<file path="config.mk">
export PLATFORM = sky130hd
export DESIGN_NAME = dshim_sized_flat
export DESIGN_NICKNAME = d
export VERILOG_FILES = /design/src/rtl/dshim_sized_pkg.sv /design/src/rtl/dshim_sized_if.sv /design/src/rtl/dshim_sized_lane_pack.sv /design/src/rtl/dshim_sized.sv /design/src/flat_wrapper.sv
export SDC_FILE = /design/constraint.sdc
export NUM_CORES = 1
export LEC_CHECK = 0
export CELL_PAD_IN_SITES_DETAIL_PLACEMENT = 0
export CELL_PAD_IN_SITES_GLOBAL_PLACEMENT = 1
export CORE_UTILIZATION = 40
export CTS_BUF_LIST = sky130_fd_sc_hd__clkbuf_8
export DETAILED_ROUTE_END_ITERATION = 7
export GPL_TIMING_DRIVEN = 0
export PLACE_DENSITY = 0.88
export SLEW_MARGIN = 20
export SYNTH_ARGS = -nofsm -noshare
export SYNTH_HDL_FRONTEND = slang
export SYNTH_SLANG_ARGS = --single-unit
export TNS_END_PERCENT = 50
</file>
<file path="constraint.sdc">
create_clock -name clk -period 3.1 [get_ports clk]
set_input_delay 0.465 -clock clk [delete_from_list [all_inputs] [get_ports clk]]
set_output_delay 0.465 -clock clk [all_outputs]
set_load 0.02 [all_outputs]
</file>
<file path="src/rtl/dshim_sized_pkg.sv">
// dshim_sized_pkg
// Shared definitions for the sized data-memory shim.
// Contents:
//   size_e   access size encodings (byte, half, word, dword)
//   state_e  shim FSM states
//   beats()  number of byte beats for an access size
package dshim_sized_pkg;

  // Access size as presented by the memory stage.
  typedef enum logic [1:0] {
    SZ_BYTE  = 2'b00,
    SZ_HALF  = 2'b01,
    SZ_WORD  = 2'b10,
    SZ_DWORD = 2'b11
  } size_e;

  // Shim FSM states.
  typedef enum logic [2:0] {
    S_IDLE,
    S_WR,
    S_RD_ISS,
    S_RD_WAIT,
    S_RD_CAP,
    S_DONE,
    S_ERR
  } state_e;

  localparam int MAX_BEATS = 8;

  // Number of byte beats for an access of the given size.
  function automatic logic [3:0] beats(input size_e sz);
    return 4'd1 << sz;
  endfunction

endpackage

</file>
<file path="src/rtl/dshim_sized_if.sv">
// dshim_sized_if
// Bundles the memory-stage request/response signals and the byte-wide RAM
// port of the shim.
// Modports:
//   slave  : the shim (takes requests, drives RAM port and completion)
//   master : the memory stage / RAM side (drives requests and RAM read data)
// Signals:
//   req, DMemWrite, size, sign_ext, addr, data_in  request, latched on accept
//   data_from_RAM                                   RAM read byte
//   RAMuse, RAMaddr, data_to_RAM, RAMwrite, RAMread byte-wide RAM port
//   busy, done, err, data_out                       status and load result
interface dshim_sized_if #(
  parameter int WORD_W = 32,
  parameter int ADDR_W = 32
);
  logic              req;
  logic              DMemWrite;
  logic [1:0]        size;
  logic              sign_ext;
  logic [ADDR_W-1:0] addr;
  logic [WORD_W-1:0] data_in;
  logic [7:0]        data_from_RAM;
  logic              RAMuse;
  logic [ADDR_W-1:0] RAMaddr;
  logic [7:0]        data_to_RAM;
  logic              RAMwrite;
  logic              RAMread;
  logic              busy;
  logic              done;
  logic              err;
  logic [WORD_W-1:0] data_out;

  modport slave (
    input  req, DMemWrite, size, sign_ext, addr, data_in, data_from_RAM,
    output RAMuse, RAMaddr, data_to_RAM, RAMwrite, RAMread,
           busy, done, err, data_out
  );

  modport master (
    output req, DMemWrite, size, sign_ext, addr, data_in, data_from_RAM,
    input  RAMuse, RAMaddr, data_to_RAM, RAMwrite, RAMread,
           busy, done, err, data_out
  );
endinterface

</file>
<file path="src/rtl/dshim_sized_lane_pack.sv">
// dshim_lane_pack
// Byte-lane datapath of the shim.
// Ports:
//   clk, reset     clock and asynchronous active-low reset
//   capEn_i        capture capByte_i into lane capLane_i this cycle
//   capLane_i      lane index of the byte being captured
//   capByte_i      byte returned by the RAM
//   size_i         access size, selects how many lanes are kept
//   signExt_i      replicate the top kept bit into the upper lanes
//   stData_i       store word to pick a byte from
//   stLane_i       lane of stData_i to drive to the RAM
//   loadResult_o   extended load value, including a byte captured this cycle
//   stByte_o       selected store byte
module dshim_lane_pack
  import dshim_sized_pkg::*;
#(
  parameter int WORD_W = 32
) (
  input  logic              clk,
  input  logic              reset,
  input  logic              capEn_i,
  input  logic [2:0]        capLane_i,
  input  logic [7:0]        capByte_i,
  input  size_e             size_i,
  input  logic              signExt_i,
  input  logic [WORD_W-1:0] stData_i,
  input  logic [2:0]        stLane_i,
  output logic [WORD_W-1:0] loadResult_o,
  output logic [7:0]        stByte_o
);
  localparam int NB = WORD_W / 8;

  logic [WORD_W-1:0] lanes_q;
  logic [WORD_W-1:0] lanes_d;
  logic              msb;
  logic [3:0]        keep;

  // The incoming byte is merged combinationally so the final beat is part
  // of loadResult_o in the same cycle it is captured.
  always_comb begin
    lanes_d = lanes_q;
    if (capEn_i) begin
      for (int j = 0; j < NB; j++) begin
        if (capLane_i == 3'(j)) lanes_d[8*j +: 8] = capByte_i;
      end
    end
  end

  always_ff @(posedge clk or negedge reset) begin
    if (!reset) lanes_q <= '0;
    else        lanes_q <= lanes_d;
  end

  // Lanes beyond the access size are zero- or sign-filled; a dword fills
  // every lane so sign_ext has no effect there.
  always_comb begin
    keep = beats(size_i);
    msb  = 1'b0;
    unique case (size_i)
      SZ_BYTE: msb = lanes_d[7];
      SZ_HALF: msb = lanes_d[15];
      SZ_WORD: msb = lanes_d[31];
      default: msb = 1'b0;
    endcase
    loadResult_o = '0;
    for (int j = 0; j < NB; j++) begin
      if (4'(j) < keep)   loadResult_o[8*j +: 8] = lanes_d[8*j +: 8];
      else if (signExt_i) loadResult_o[8*j +: 8] = {8{msb}};
    end
  end

  // Little-endian store byte select.
  always_comb begin
    stByte_o = '0;
    for (int j = 0; j < NB; j++) begin
      if (stLane_i == 3'(j)) stByte_o = stData_i[8*j +: 8];
    end
  end

endmodule

</file>
<file path="src/rtl/dshim_sized.sv">
// dshim_sized
// Data-memory shim between the Y86 memory stage and a byte-wide RAM. One
// sized access becomes a sequence of byte beats; misaligned accesses are
// rejected with err.
// Parameters: WORD_W (32 or 64), ADDR_W, RD_LAT (RAM read latency, >=1)
// Ports:
//   clk    clock, rising edge
//   reset  asynchronous active-low reset
//   bus    dshim_sized_if.slave: request, RAM port, busy/done/err/data_out
module dshim_sized
  import dshim_sized_pkg::*;
#(
  parameter int WORD_W = 32,
  parameter int ADDR_W = 32,
  parameter int RD_LAT = 1
) (
  input  logic         clk,
  input  logic         reset,
  dshim_sized_if.slave bus
);
  localparam int CNT_W = (RD_LAT > 2) ? $clog2(RD_LAT) : 1;

  state_e            state_q;
  logic [2:0]        idx_q;
  logic [CNT_W-1:0]  waitCnt_q;
  logic [ADDR_W-1:0] base_q;
  size_e             size_q;
  logic              signExt_q;
  logic [WORD_W-1:0] data_q;
  logic              RAMuse_q;
  logic [ADDR_W-1:0] RAMaddr_q;
  logic [7:0]        data_to_RAM_q;
  logic              RAMwrite_q;
  logic              RAMread_q;
  logic              busy_q;
  logic              done_q;
  logic              err_q;
  logic [WORD_W-1:0] data_out_q;

  size_e             reqSize;
  logic [3:0]        reqBeats;
  logic              reqIllegal;
  logic              lastBeat;
  logic [2:0]        idxNext;
  logic [WORD_W-1:0] stData;
  logic [2:0]        stLane;
  logic [7:0]        stByte;
  logic [WORD_W-1:0] loadResult;

  assign reqSize    = size_e'(bus.size);
  assign reqBeats   = beats(reqSize);
  assign reqIllegal = ((reqSize == SZ_DWORD) && (WORD_W == 32)) ||
                      (|(bus.addr[2:0] & 3'(reqBeats - 4'd1)));
  assign lastBeat   = ({1'b0, idx_q} == (beats(size_q) - 4'd1));
  assign idxNext    = idx_q + 3'd1;

  // Outputs are registered, so the store byte is chosen for the beat about
  // to start: byte 0 of the live request on accept, else the next lane.
  assign stData = (state_q == S_IDLE) ? bus.data_in : data_q;
  assign stLane = (state_q == S_IDLE) ? 3'd0 : idxNext;

  dshim_lane_pack #(.WORD_W(WORD_W)) u_lane_pack (
    .clk          (clk),
    .reset        (reset),
    .capEn_i      (state_q == S_RD_CAP),
    .capLane_i    (idx_q),
    .capByte_i    (bus.data_from_RAM),
    .size_i       (size_q),
    .signExt_i    (signExt_q),
    .stData_i     (stData),
    .stLane_i     (stLane),
    .loadResult_o (loadResult),
    .stByte_o     (stByte)
  );

  // FSM, beat counter and latency counter. Every output register is set on
  // the transition into the state it belongs to; strobes and pulses
  // default low each cycle.
  always_ff @(posedge clk or negedge reset) begin
    if (!reset) begin
      state_q       <= S_IDLE;
      idx_q         <= '0;
      waitCnt_q     <= '0;
      base_q        <= '0;
      size_q        <= SZ_BYTE;
      signExt_q     <= 1'b0;
      data_q        <= '0;
      RAMuse_q      <= 1'b0;
      RAMaddr_q     <= '0;
      data_to_RAM_q <= '0;
      RAMwrite_q    <= 1'b0;
      RAMread_q     <= 1'b0;
      busy_q        <= 1'b0;
      done_q        <= 1'b0;
      err_q         <= 1'b0;
      data_out_q    <= '0;
    end else begin
      done_q        <= 1'b0;
      err_q         <= 1'b0;
      RAMwrite_q    <= 1'b0;
      RAMread_q     <= 1'b0;
      data_to_RAM_q <= '0;
      unique case (state_q)
        S_IDLE: begin
          if (bus.req) begin
            size_q    <= reqSize;
            signExt_q <= bus.sign_ext;
            data_q    <= bus.data_in;
            base_q    <= bus.addr;
            idx_q     <= '0;
            busy_q    <= 1'b1;
            if (reqIllegal) begin
              state_q <= S_ERR;
              done_q  <= 1'b1;
              err_q   <= 1'b1;
            end else if (bus.DMemWrite) begin
              state_q       <= S_WR;
              RAMuse_q      <= 1'b1;
              RAMwrite_q    <= 1'b1;
              RAMaddr_q     <= bus.addr;
              data_to_RAM_q <= stByte;
            end else begin
              state_q   <= S_RD_ISS;
              RAMuse_q  <= 1'b1;
              RAMread_q <= 1'b1;
              RAMaddr_q <= bus.addr;
            end
          end
        end
        S_WR: begin
          if (lastBeat) begin
            state_q  <= S_DONE;
            RAMuse_q <= 1'b0;
            done_q   <= 1'b1;
          end else begin
            idx_q         <= idxNext;
            RAMaddr_q     <= base_q + ADDR_W'(idxNext);
            RAMwrite_q    <= 1'b1;
            data_to_RAM_q <= stByte;
          end
        end
        S_RD_ISS: begin
          if (RD_LAT > 1) begin
            state_q   <= S_RD_WAIT;
            waitCnt_q <= CNT_W'(RD_LAT - 2);
          end else begin
            state_q <= S_RD_CAP;
          end
        end
        S_RD_WAIT: begin
          if (waitCnt_q == '0) state_q <= S_RD_CAP;
          else                 waitCnt_q <= waitCnt_q - CNT_W'(1);
        end
        S_RD_CAP: begin
          if (lastBeat) begin
            state_q    <= S_DONE;
            RAMuse_q   <= 1'b0;
            done_q     <= 1'b1;
            data_out_q <= loadResult;
          end else begin
            state_q   <= S_RD_ISS;
            idx_q     <= idxNext;
            RAMread_q <= 1'b1;
            RAMaddr_q <= base_q + ADDR_W'(idxNext);
          end
        end
        S_DONE, S_ERR: begin
          state_q <= S_IDLE;
          busy_q  <= 1'b0;
        end
        default: begin
          state_q  <= S_IDLE;
          busy_q   <= 1'b0;
          RAMuse_q <= 1'b0;
        end
      endcase
    end
  end

  assign bus.RAMuse      = RAMuse_q;
  assign bus.RAMaddr     = RAMaddr_q;
  assign bus.data_to_RAM = data_to_RAM_q;
  assign bus.RAMwrite    = RAMwrite_q;
  assign bus.RAMread     = RAMread_q;
  assign bus.busy        = busy_q;
  assign bus.done        = done_q;
  assign bus.err         = err_q;
  assign bus.data_out    = data_out_q;

endmodule

</file>
<file path="src/flat_wrapper.sv">
// flat-port wrapper written by rule: the top's interface ports become plain ports
module dshim_sized_flat import dshim_sized_pkg::*;
#(
  parameter int WORD_W = 32,
  parameter int ADDR_W = 32,
  parameter int RD_LAT = 1
)
  (clk, reset, bus_req, bus_DMemWrite, bus_size, bus_sign_ext, bus_addr, bus_data_in, bus_data_from_RAM, bus_RAMuse, bus_RAMaddr, bus_data_to_RAM, bus_RAMwrite, bus_RAMread, bus_busy, bus_done, bus_err, bus_data_out);
  dshim_sized_if #(.WORD_W(WORD_W), .ADDR_W(ADDR_W)) bus_i ();
  input  logic clk;
  input  logic reset;
  input wire logic [$bits(bus_i.req)-1:0] bus_req;
  input wire logic [$bits(bus_i.DMemWrite)-1:0] bus_DMemWrite;
  input wire logic [$bits(bus_i.size)-1:0] bus_size;
  input wire logic [$bits(bus_i.sign_ext)-1:0] bus_sign_ext;
  input wire logic [$bits(bus_i.addr)-1:0] bus_addr;
  input wire logic [$bits(bus_i.data_in)-1:0] bus_data_in;
  input wire logic [$bits(bus_i.data_from_RAM)-1:0] bus_data_from_RAM;
  output wire logic [$bits(bus_i.RAMuse)-1:0] bus_RAMuse;
  output wire logic [$bits(bus_i.RAMaddr)-1:0] bus_RAMaddr;
  output wire logic [$bits(bus_i.data_to_RAM)-1:0] bus_data_to_RAM;
  output wire logic [$bits(bus_i.RAMwrite)-1:0] bus_RAMwrite;
  output wire logic [$bits(bus_i.RAMread)-1:0] bus_RAMread;
  output wire logic [$bits(bus_i.busy)-1:0] bus_busy;
  output wire logic [$bits(bus_i.done)-1:0] bus_done;
  output wire logic [$bits(bus_i.err)-1:0] bus_err;
  output wire logic [$bits(bus_i.data_out)-1:0] bus_data_out;
  assign bus_i.req = bus_req;
  assign bus_i.DMemWrite = bus_DMemWrite;
  assign bus_i.size = bus_size;
  assign bus_i.sign_ext = bus_sign_ext;
  assign bus_i.addr = bus_addr;
  assign bus_i.data_in = bus_data_in;
  assign bus_i.data_from_RAM = bus_data_from_RAM;
  assign bus_RAMuse = bus_i.RAMuse;
  assign bus_RAMaddr = bus_i.RAMaddr;
  assign bus_data_to_RAM = bus_i.data_to_RAM;
  assign bus_RAMwrite = bus_i.RAMwrite;
  assign bus_RAMread = bus_i.RAMread;
  assign bus_busy = bus_i.busy;
  assign bus_done = bus_i.done;
  assign bus_err = bus_i.err;
  assign bus_data_out = bus_i.data_out;
  dshim_sized #(.WORD_W(WORD_W), .ADDR_W(ADDR_W), .RD_LAT(RD_LAT)) u_core (.clk(clk), .reset(reset), .bus(bus_i));
endmodule
</file>
==> reports/metrics.cfg <==
[global_routing]
grt_first_pass_wirelength_um = 38700
grt_pass1_vias = 7213
grt_usage_pct = 22.7
grt_max_degree = 69
grt_antenna_before_repair = 0
grt_overflow = 0

[clock_network]
clk_latency_ns = 0.48
path_clk_slew_ns = 0.11
cts_max_level = 4
clock-root-buffer = clkbuf_8
cts_buffer_depth = 2
cts_tree = built
clock-sinks = 183
cts_buffers = 17

[setup_path]
worstPathArrival_ns = 3.41
cp-startpoint = u_core.idx_q[0]$_DFFE_PN0P_
required_ns = 3.52
critPathLaunchType = flip-flop
worstPathMaxFanout = 10
r2r-start = u_core.idx_q[0]$_DFFE_PN0P_
path_class = reg2reg
end_kind = flip-flop

[drt]
wire_per_inst_um = 17.4
drc = 0
via_count = 7274
ant_nets = 0
routed_wl_um = 24100
via_per_inst = 5.25
drt-pass1-iter-count = 5
drtIter0Drc = 439

[sta]
hold_viol = 0
worstMarginPinSlew_ns = 0.786
rsz0062_at_grt = yes
finalMaxSlewViolations = 0
skew_ns = 0.0204
fin_tns_setup_ns = 0
max_clock_freq_mhz = 335
setup_viol_count_final = 0
finalCritPeriodShare_pct = 96.3
fin_crit_ns = 2.98
whs_ns = 0.485
fin_ws_ns = 0.115
relSlewSlack_pct = 47.2

[synthesis]
yosysTopAreaCell = dfrtp_1
synth_edf_count = 0
syn_inst = 913
async_flop_share_pct = 100
ys_seq_area_share_pct = 52.9
syn_area_mm2 = 0.00865
avgSynthCellArea_um2 = 9.48
yosysTopAreaCellShare_pct = 52.9
synthDistinctLibCells = 60
synthTopCellsByArea = dfrtp_1 (53%), nand2_1 (12%), mux2_2 (7.0%)
yosys_register_bits = 183
synthFlopType = dfrtp_1
synth_warnings = 0
syn_nets = 1003

[floorplanning]
rows = 53
design.die.area_mm2 = 0.0222
start_util_pct = 41.0
die_w_um = 149
io_pins = 157
fp.dieH_um = 149
coreArea_mm2 = 0.0211

[hold_path]
hp-start = u_core.data_q[7]$_DFFE_PN0P_
hold_class = reg2reg

[power_and_ir_drop]
p_total_uw = 12300
p_sw_share_pct = 43.8
combPwrFrac_pct = 51.2
p_per_area_mw_per_mm2 = 1100
p_int_uw = 6890
p_leak_uw = 0.00483
pwr-share-seq_pct = 34.9
p_switching_uw = 5380
irDropWorstVdd_mv = 0.558
power_frac_clock_pct = 13.9

[finish]
syn2layout_area_growth_pct = 29.3
utilization_pct = 53.0
drive_above_1_share_pct = 12.1
fillers = 1973
diodes = 0
nets = 1188

[placed_design]
port_buffers = 156
pre_cts_ws_ns = -0.306
hpwl_um = 17200
gp_congestion = 0.846

[status]
outcome = finished clean

[run]
cap_violations = 0

timing repair:
action | 4_1_cts | 5_1_grt
gates resized for setup | 6 | 13
hold buffers | 1 | 0
endpoints found under the setup margin | 27 | 24
hold endpoints to repair | 59 | 0
pin swaps | 0 | 1
setup buffers | 0 | 6
gates cloned | 0 | 0
worst paths after layout:
kind | depth (start not counted) | endpoint | slack (ns)
worst max-delay path | 10 | u_core.bus.RAMaddr[23]$_DFFE_PN0P_ | 0.12
worst min-delay path | 2 | u_core.data_q[7]$_DFFE_PN0P_ | 0.49
worst max register to register | 10 | u_core.bus.RAMaddr[23]$_DFFE_PN0P_ | 0.12
worst min register to register | 2 | u_core.data_q[7]$_DFFE_PN0P_ | 0.49
max in group asynchronous | 3 | u_core.base_q[30]$_DFFE_PN0P_ | 1.89
min in group asynchronous | 2 | u_core.bus.RAMaddr[10]$_DFFE_PN0P_ | 0.51
metrics by stage:
stage | std cells | cell area (µm²)
floorplan | 913 | 8650
global placement | 1344 | 10600
detailed placement | 1348 | 10600
CTS | 1380 | 11100
global route | 1386 | 11200
finish | 1386 | 11200
final cells by class:
cell class                      count  area (µm²)  area share (%)
Inverter                           13        52.6           0.470
Buffer                             50         214            1.91
Tap cell                          275         344            3.08
Sequential cell                   183        4580            41.0
Clock inverter                     15         196            1.76
Timing Repair Buffer              167        1690            15.1
Multi-Input combinational cell    666        3870            34.6
Clock buffer                       17         234            2.09
cells in the final DEF (no fill, tap or decap), types with 11 or more instances in the layout:
cell	n
clkbuf_8	17
a21oi_1	40
mux2_2	54
xnor2_1	12
o21ai_0	53
nor2_1	47
a31oi_1	14
clkbuf_1	34
inv_1	12
o211ai_1	11
nand3_1	11
clkdlybuf4s50_1	155
dfrtp_1	181
nand2_1	279
routing by layer:
layer  track usage [%]  vias up  wire [µm]
met5                 0        -          0
met4              6.22        0        348
met3              4.56       24       1270
met2              35.9      234      11300
met1              31.6     3507      11200
li1                  -     3509          -
logic make-up after synthesis:
family	after synthesis	synth area share, %
compound gates	165	11.8
xor+xnor	18	1.82
fa+ha+maj	11	1.68
buf+inv	64	2.98
flops	183	52.9
mux	63	8.07
simple gates	409	20.8
sequential cells by signal, indices dropped and copies added (netlist names):
name and count:
u_core.bus.done 1, u_core.bus.busy 1, u_core.idx_q 3, u_core.size_q 2, u_core.bus.RAMaddr 32, u_core.bus.RAMwrite 1
u_core.bus.RAMread 1, u_core.u_lane_pack.lanes_q 32, u_core.state_q 3, u_core.bus.data_out 32, u_core.signExt_q 1, u_core.bus.RAMuse 1
u_core.bus.data_to_RAM 8, u_core.base_q 32, u_core.data_q 32, u_core.bus.err 1
worst max-delay path, cell delays in order, from the launching register on:
cell and delay [ns]:
dfrtp_2 0.47, ha_1 0.22, ha_1 0.30, inv_1 0.14
ha_4 0.35, nand3_2 0.16, and2_4 0.21, buf_2 0.20
or4_1 0.52, a31oi_1 0.19, mux2_2 0.17
cell usage after synthesis, drive strengths merged (4+ instances only):
master	count
a21oi	41
a221oi	7
a31oi	14
and4	4
buf	14
clkbuf	37
dfrtp	183
ha	10
inv	13
mux2	54
mux2i	9
nand2	279
nand3	12
nand4	9
nor2	48
nor3	12
nor4	5
o211ai	11
o21ai	56
o221ai	4
o31ai	10
or2	6
or3	5
or4	11
xnor2	12
xor2	6
power by group through the flow:
stage	Sequential [µW]	Clock [µW]	Combinational, µW
finish	4280	1700	6280
global route	4420	1840	6910
CTS	4280	1740	6210
detailed placement	4320	0	6140
global placement	4290	0	5970
floorplan	4710	0	3340
Power figures use the tool's default switching activity.
